--- src/rtl/fifo_pack_8to32.sv ---
// fifo_pack_8to32: drains a byte FIFO and packs ratio lanes per word.
// Partial words are emitted on flush with a lane-keep mask.
module fifo_pack_8to32 #(
  parameter int data_width = 8,
  parameter int ratio      = 4
) (
  input  logic                          clk,
  input  logic                          clr_n,
  input  logic                          empty,
  input  logic [data_width-1:0]         data_out,
  output logic                          r_en,
  input  logic                          flush,
  output logic [data_width*ratio-1:0]   out_data,
  output logic [ratio-1:0]              out_keep,
  output logic                          out_valid,
  input  logic                          out_ready,
  output logic                          flush_busy
);

  localparam int IW = $clog2(ratio);
  localparam int NW = IW + 1;
  localparam logic [NW-1:0] LAST_N = NW'(ratio - 1);
  localparam logic [IW-1:0] LAST_I = IW'(ratio - 1);

  typedef enum logic {RUN, FLUSH} state_t;

  state_t                              state_q, state_d;
  logic [IW-1:0]                       idx_q, idx_d;
  logic                                rd_pend_q, rd_pend_d;
  logic [ratio-1:0][data_width-1:0]    asm_q, asm_d;
  logic [data_width*ratio-1:0]         out_data_q, out_data_d;
  logic [ratio-1:0]                    out_keep_q, out_keep_d;
  logic                                out_valid_q, out_valid_d;

  logic [NW-1:0]                       nlane;
  logic                                out_free;
  logic [data_width*ratio-1:0]         part_data;
  logic [ratio-1:0]                    part_keep;

  assign out_data   = out_data_q;
  assign out_keep   = out_keep_q;
  assign out_valid  = out_valid_q;
  assign flush_busy = (state_q == FLUSH);

  // Pop gating: hold off a pop whose byte would complete a blocked word.
  always_comb begin
    nlane    = {1'b0, idx_q} + {{IW{1'b0}}, rd_pend_q};
    out_free = !out_valid_q || out_ready;
    r_en     = clr_n && !empty && (state_q == RUN)
               && !((nlane == LAST_N) && out_valid_q && !out_ready);
  end

  // Partial word view: lanes below idx, upper lanes zeroed.
  always_comb begin
    part_data = '0;
    part_keep = '0;
    for (int i = 0; i < ratio; i++) begin
      if (IW'(i) < idx_q) begin
        part_data[i*data_width +: data_width] = asm_q[i];
        part_keep[i] = 1'b1;
      end
    end
  end

  // Next state: byte capture, output handshake and flush sequencing.
  always_comb begin
    state_d     = state_q;
    idx_d       = idx_q;
    rd_pend_d   = r_en;
    asm_d       = asm_q;
    out_data_d  = out_data_q;
    out_keep_d  = out_keep_q;
    out_valid_d = out_valid_q && !out_ready;

    if (rd_pend_q) begin
      asm_d[idx_q] = data_out;
      if (idx_q == LAST_I) begin
        out_data_d  = asm_d;
        out_keep_d  = '1;
        out_valid_d = 1'b1;
        idx_d       = '0;
      end else begin
        idx_d = idx_q + IW'(1);
      end
    end

    unique case (state_q)
      RUN: begin
        if (flush) state_d = FLUSH;
      end
      FLUSH: begin
        if (!rd_pend_q && out_free) begin
          if (idx_q != '0) begin
            out_data_d  = part_data;
            out_keep_d  = part_keep;
            out_valid_d = 1'b1;
            idx_d       = '0;
          end
          state_d = RUN;
        end
      end
      default: state_d = RUN;
    endcase
  end

  // State registers with asynchronous clear.
  always_ff @(posedge clk or negedge clr_n) begin
    if (!clr_n) begin
      state_q     <= RUN;
      idx_q       <= '0;
      rd_pend_q   <= 1'b0;
      asm_q       <= '0;
      out_data_q  <= '0;
      out_keep_q  <= '0;
      out_valid_q <= 1'b0;
    end else begin
      state_q     <= state_d;
      idx_q       <= idx_d;
      rd_pend_q   <= rd_pend_d;
      asm_q       <= asm_d;
      out_data_q  <= out_data_d;
      out_keep_q  <= out_keep_d;
      out_valid_q <= out_valid_d;
    end
  end

endmodule

--- config.mk ---
export PLATFORM = sky130hd
export DESIGN_NAME = fifo_pack_8to32
export DESIGN_NICKNAME = d
export VERILOG_FILES = /design/src/rtl/fifo_pack_8to32.sv
export SDC_FILE = /design/constraint.sdc
export NUM_CORES = 1
export LEC_CHECK = 0
export ABC_AREA = 1
export ABC_CLOCK_PERIOD_IN_PS = 2250
export BUFFER_PORTS_ARGS = -buffer_cell sky130_fd_sc_hd__buf_2
export CORE_MARGIN = 2
export CORE_UTILIZATION = 60
export DETAILED_ROUTE_END_ITERATION = 7
export GPL_TIMING_DRIVEN = 0
export HOLD_SLACK_MARGIN = 0.06
export PLACE_DENSITY = 0.94
export SETUP_SLACK_MARGIN = 0.5
export SKIP_LAST_GASP = 1
export SYNTH_ARGS = -nofsm -noshare
export SYNTH_HDL_FRONTEND = slang
export SYNTH_SLANG_ARGS = --single-unit
--- constraint.sdc ---
create_clock -name clk -period 2.25 [get_ports clk]
set_input_delay 0.1125 -clock clk [delete_from_list [all_inputs] [get_ports clk]]
set_output_delay 0.1125 -clock clk [all_outputs]
set_load 0.05 [all_outputs]
# [Yosys cells after proc, flatten, opt, wreduce, memory -nomap -nowiden]
# Index checks and enable logic that the tools add are counted.
[op_classes] eq_ne=2 reduce_logical=15 muxes=34 n_addsub=2 bitwise_logic=1 n_lt_le_gt_ge=6
[op_table] op="two-way mux 32 bit" count=5
[op_table] op="two-way mux 8 bit" count=5
[op_table] op="bitwise mux 32 bit" count=1
[op_table] op="two-way mux 4 bit" count=5
[op_table] op="demux 8 bit (select 2 bit)" count=1
[op_table] op="two-way mux 1 bit" count=11
[op_table] op="two-way mux 2 bit" count=5
[op_table] op="logical AND 1 bit" count=8
[op_table] op="zero test 1 bit" count=5
[op_table] op="< comparator 1 x 2 -> 1 bit, first input constant" count=2
[op_table] op="< comparator 2 bit, first input constant" count=2
[op_table] op="adder 2 x 1 -> 3 bit" count=1
[op_table] op="== test 3 x 2 -> 1 bit, second input constant" count=1
[op_table] op="< comparator 2 x 3 -> 1 bit, second input constant" count=1
[op_table] op="adder 2 x 1 -> 2 bit, second input constant" count=1
[op_table] op="== test 2 bit, second input constant" count=1
[op_table] op="greater-or-equal comparator 2 x 1 -> 1 bit, second input constant" count=1
[op_table] op="one-hot mux 1 bit (2 select lines)" count=1
[op_table] op="nonzero test 2 bit" count=1
[op_table] op="logical OR 1 bit" count=1
[op_table] op="NOT 1 bit" count=1
[totals] in_bits=13 ff_bits=73 elab_cells=70

# [Logic depth before layout (Yosys ltp)]
[depth] ltp_word=10 depth_mapped=9

# [Worst setup path after synthesis]
# OpenSTA, ideal clock, no wires.
[synth_path] path_type="flip-flop to flip-flop" startpoint="register idx_q[0]" endpoint="register rd_pend_q" setup_time_ps=203 path_buffers=0 path_slack_ps=390 t_arrival_ps=1657 required_time_ps=2047 stages_incl_launch_ff=6 path_cell_list="dfrtp_1 > ha_1 > ha_1 > nand2_1 > nor3_1 > nor2_1"
[synth_between] elab_chain_len=6
[synth_rtl] element="start: declaration" line_no="28" text="logic [IW-1:0] idx_q, idx_d;"
[synth_rtl] element="start signal: assignment" line_no="118" text="idx_q <= idx_d;"
[synth_rtl] element="adder 2 x 1 -> 3 bit" line_no="47" text="nlane = {1'b0, idx_q} + {{IW{1'b0}}, rd_pend_q};"
[synth_rtl] element="== test 3 x 2 -> 1 bit" line_no="50" text="&& !((nlane == LAST_N) && out_valid_q && !out_ready);"
[synth_rtl] element="logical AND 1 bit (2 in series)" line_no="50"
[synth_rtl] element="zero test 1 bit" line_no="50"
[synth_rtl] element="logical AND 1 bit" line_no="50"
[synth_rtl] element="via r_en" line_no="11" text="output logic r_en,"
[synth_rtl] element="end signal: assignment" line_no="119" text="rd_pend_q <= rd_pend_d;"
[synth_rtl] element="end: declaration" line_no="29" text="logic rd_pend_q, rd_pend_d;"
# The timed path passes the listed nets, and every way through them passes these cells.
# A chain may end at the register's enable or synchronous reset.

# [Worst setup path after layout]
[layout_path] startpoint="register idx_q[0]" endpoint="output r_en"
[layout_between] elab_chain_len=6
[layout_rtl] element="adder 2 x 1 -> 3 bit" line_no="47"
[layout_rtl] element="== test 3 x 2 -> 1 bit" line_no="50"
[layout_rtl] element="logical AND 1 bit (2 in series)" line_no="50"
[layout_rtl] element="zero test 1 bit" line_no="50"
[layout_rtl] element="logical AND 1 bit" line_no="50"
[layout_rtl] element="end: declaration" line_no="11"
# Every way passes these cells.

==> results.json <==
{
  "worst_slew_pin_slew_ns": 0.8368,
  "finalSetupViolCount": 0,
  "synth.most_common_cell": "nand2_1",
  "first_global_vias": 3090,
  "r2r_end": "out_data[1]",
  "grt_util_met1": 0.3682,
  "grt_antenna_before_repair": 0,
  "rows": 27,
  "cts-hold-fix-buffers": 2,
  "multi_input_area_um2": 1533,
  "synth_cell_types": 26,
  "rrSetupSlack_ns": 0.56,
  "cts_root_buf": "clkbuf_8",
  "p_per_area_nw_per_um2": 1522,
  "drive_gt1_frac": 0.2680,
  "area_growth_pct": 22.06,
  "hold_path_class": "input pin to asynchronous set/reset pin",
  "insertion_delay_ns": 0.35,
  "hold_slack_ns": -0.1391,
  "fin_nets": 501,
  "clock_skew_ns": 0.006304,
  "maxSlewHeadroom": 0.4421,
  "yosys-top-cells-count": "139 x nand2_1, 66 x dfrtp_1, 54 x nand3_1",
  "irDropWorstVdd_uv": 880.2,
  "synth_cells": 408,
  "end_kind": "output pin",
  "hold_viol": 66,
  "grt_max_degree": 68,
  "start_kind": "flip-flop",
  "clk_path_buf_depth": 2,
  "first_pass_iters": 5,
  "rsz0062_at_grt": "true",
  "ioPinCount": 52,
  "fin_crit_ns": 1.774,
  "n_fill_cell": 369,
  "routabilityCongestion": 0.8972,
  "synth_fp_nets": 429,
  "io_buffers": 51,
  "dp_hpwl_mm": 5.727,
  "setup-tns-final_ns": 0,
  "syn_area_um2": 3346,
  "cts.sinks": 66,
  "synth_warnings": 0,
  "power_leakage_nw": 2.230,
  "intPower_mw": 3.250,
  "drv_cap": 0,
  "htree_levels": 3,
  "clkSlewWorstSetupHoldPaths_ns": 0.07,
  "power_frac_comb": 0.503,
  "diodes": 0,
  "power_frac_seq": 0.317,
  "reg2reg_depth": 9,
  "grtUsageMet3": 0.05747,
  "antenna_left": 0,
  "initial_core_util": 0.6151,
  "status": "complete, but fails checks",
  "ys_seq_area_frac": 0.4936,
  "violations": "hold timing",
  "synth.largest_area_cell": "dfrtp_1",
  "finalMaxSlewViolations": 0,
  "required_ns": 2.14,
  "drc": 0,
  "via_per_inst": 5.704,
  "routed_wl_mm": 8.852,
  "synth-seq-cells": 66,
  "async_flop_share": 1.000,
  "synth-edff-count": 0,
  "register_area_um2": 1654,
  "cts_tree": "done",
  "die_w_um": 78.68,
  "grt_pass1_wl_mm": 14.21,
  "worstSetupPathType": "flip-flop to output pin",
  "sw_frac_of_total": 0.4771,
  "p_sw_mw": 2.966,
  "die_h_um": 78.68,
  "synth.area.top_cells": "dfrtp_1 49%, nand2_1 16%, nand3_1 8.1%",
  "fp.coreArea_um2": 5439,
  "busiest_layer": "met2",
  "vias": 3177,
  "cts_made_buffers": 9,
  "dieArea_um2": 6190,
  "overflow": 0,
  "synth_top_area_frac": 0.4936,
  "drt_iter0_drc": 333,
  "avgSynthCellArea_um2": 8.200,
  "fmax_mhz": 563.8,
  "rr_startpoint": "idx_q[0]",
  "crit_path_max_fanout": 2,
  "synth_ff_type": "dfrtp_1",
  "gr-usage-met2": 0.5128,
  "final.period_utilization": 0.7883,
  "clkPwrFrac": 0.179,
  "worstPathArrival_ns": 1.66,
  "grt.total_usage": 0.3014,
  "power_mw": 6.216,
  "avgRoutedWirePerCell_um": 15.89
}
## per-stage QoR
stage | setup slack, ns | hold WS, ns | utilization | instances | cell area, µm²
after floorplan | 0.6503 | -0.1831 | - | 408 | 3348
after global placement | 0.2889 | 0.3441 | 0.6791 | 531 | 3694
after detailed placement | 0.4775 | 0.2628 | 0.6795 | 531 | 3696
after CTS | 0.4832 | -0.1142 | 0.7384 | 552 | 4016
after global routing | 0.4591 | -0.06594 | 0.7509 | 557 | 4084
final | 0.4763 | -0.1391 | 0.7509 | 557 | 4084
## logic make-up after synthesis
group | share of synthesized area
flip-flops | 0.4936
AND/OR/NAND/NOR | 0.3568
buffers and inverters | 0.06694
adder cells (fa/ha/maj) | 0.02992
AO/OA/AOI/OAI | 0.05273
## worst max path at each step
stage / from / to / slack, ns / cells after the start
2_1_floorplan: idx_q[0] / rd_pend_q / 0.65 / 5
3_3_place_gp: clr_n / r_en / 0.29 / 4
6_report: idx_q[0] / r_en / 0.48 / 6
5_1_grt: idx_q[0] / r_en / 0.46 / 6
3_5_place_dp: idx_q[1] / out_data[0] / 0.48 / 7
4_1_cts: idx_q[0] / r_en / 0.48 / 6
## routing by layer
metal  part of all wire  vias up
met5                  0        -
met4              0.018        0
met3              0.089       16
met2               0.50      174
met1               0.39     1522
li1                   -     1465
## repair_timing
item                                   CTS  global route
setup buffers                            3             5
pin swaps                                8             6
endpoints found under the hold margin   68            66
resized for setup                       14            14
setup endpoints to repair               32            34
## placed cells by master, fill, tap and decap left out, drive strengths merged, types with 3 or more instances in the layout
master,instances
nand2,141
buf,75
dfrtp,66
nand3,57
nor2,35
or2,26
inv,24
a31oi,23
clkbuf,13
ha,8
o21ai,5
clkinvlp,3
## layout make-up
| cell class | instances | share of cell area |
|---|---|---|
| buffer | 18 | 0.03339 |
| clock buffer | 11 | 0.03462 |
| clock inverter | 5 | 0.01900 |
| inverter | 26 | 0.02635 |
| multi-input combinational | 298 | 0.3753 |
| sequential | 66 | 0.4050 |
| tap | 72 | 0.02206 |
| timing repair buffer | 61 | 0.08425 |
## power groups by stage
stage                     clock (mW)  sequential, mW  combinational (mW)
after CTS                       1.12            1.95                2.98
after global placement             0            1.93                2.73
after detailed placement           0            1.96                2.84
after global routing            1.18            2.03                3.37
final                           1.12            1.97                3.13
after floorplan                    0            2.73                1.40
## sequential cells by signal (all words and copies together) (netlist names)
| signal | flops |
|---|---|
| rd_pend_q | 1 |
| flush_busy | 1 |
| out_keep | 4 |
| out_valid | 1 |
| out_data | 32 |
| idx_q | 2 |
| asm_q | 25 |
## critical path, stage by stage, from the launching register on
cell	delay [ns]
dfrtp_2	0.43
ha_4	0.17
ha_4	0.25
nand2_2	0.04
nor3_2	0.19
nor2_2	0.08
buf_6	0.15
Note: power is estimated with default switching activity, not from simulation.
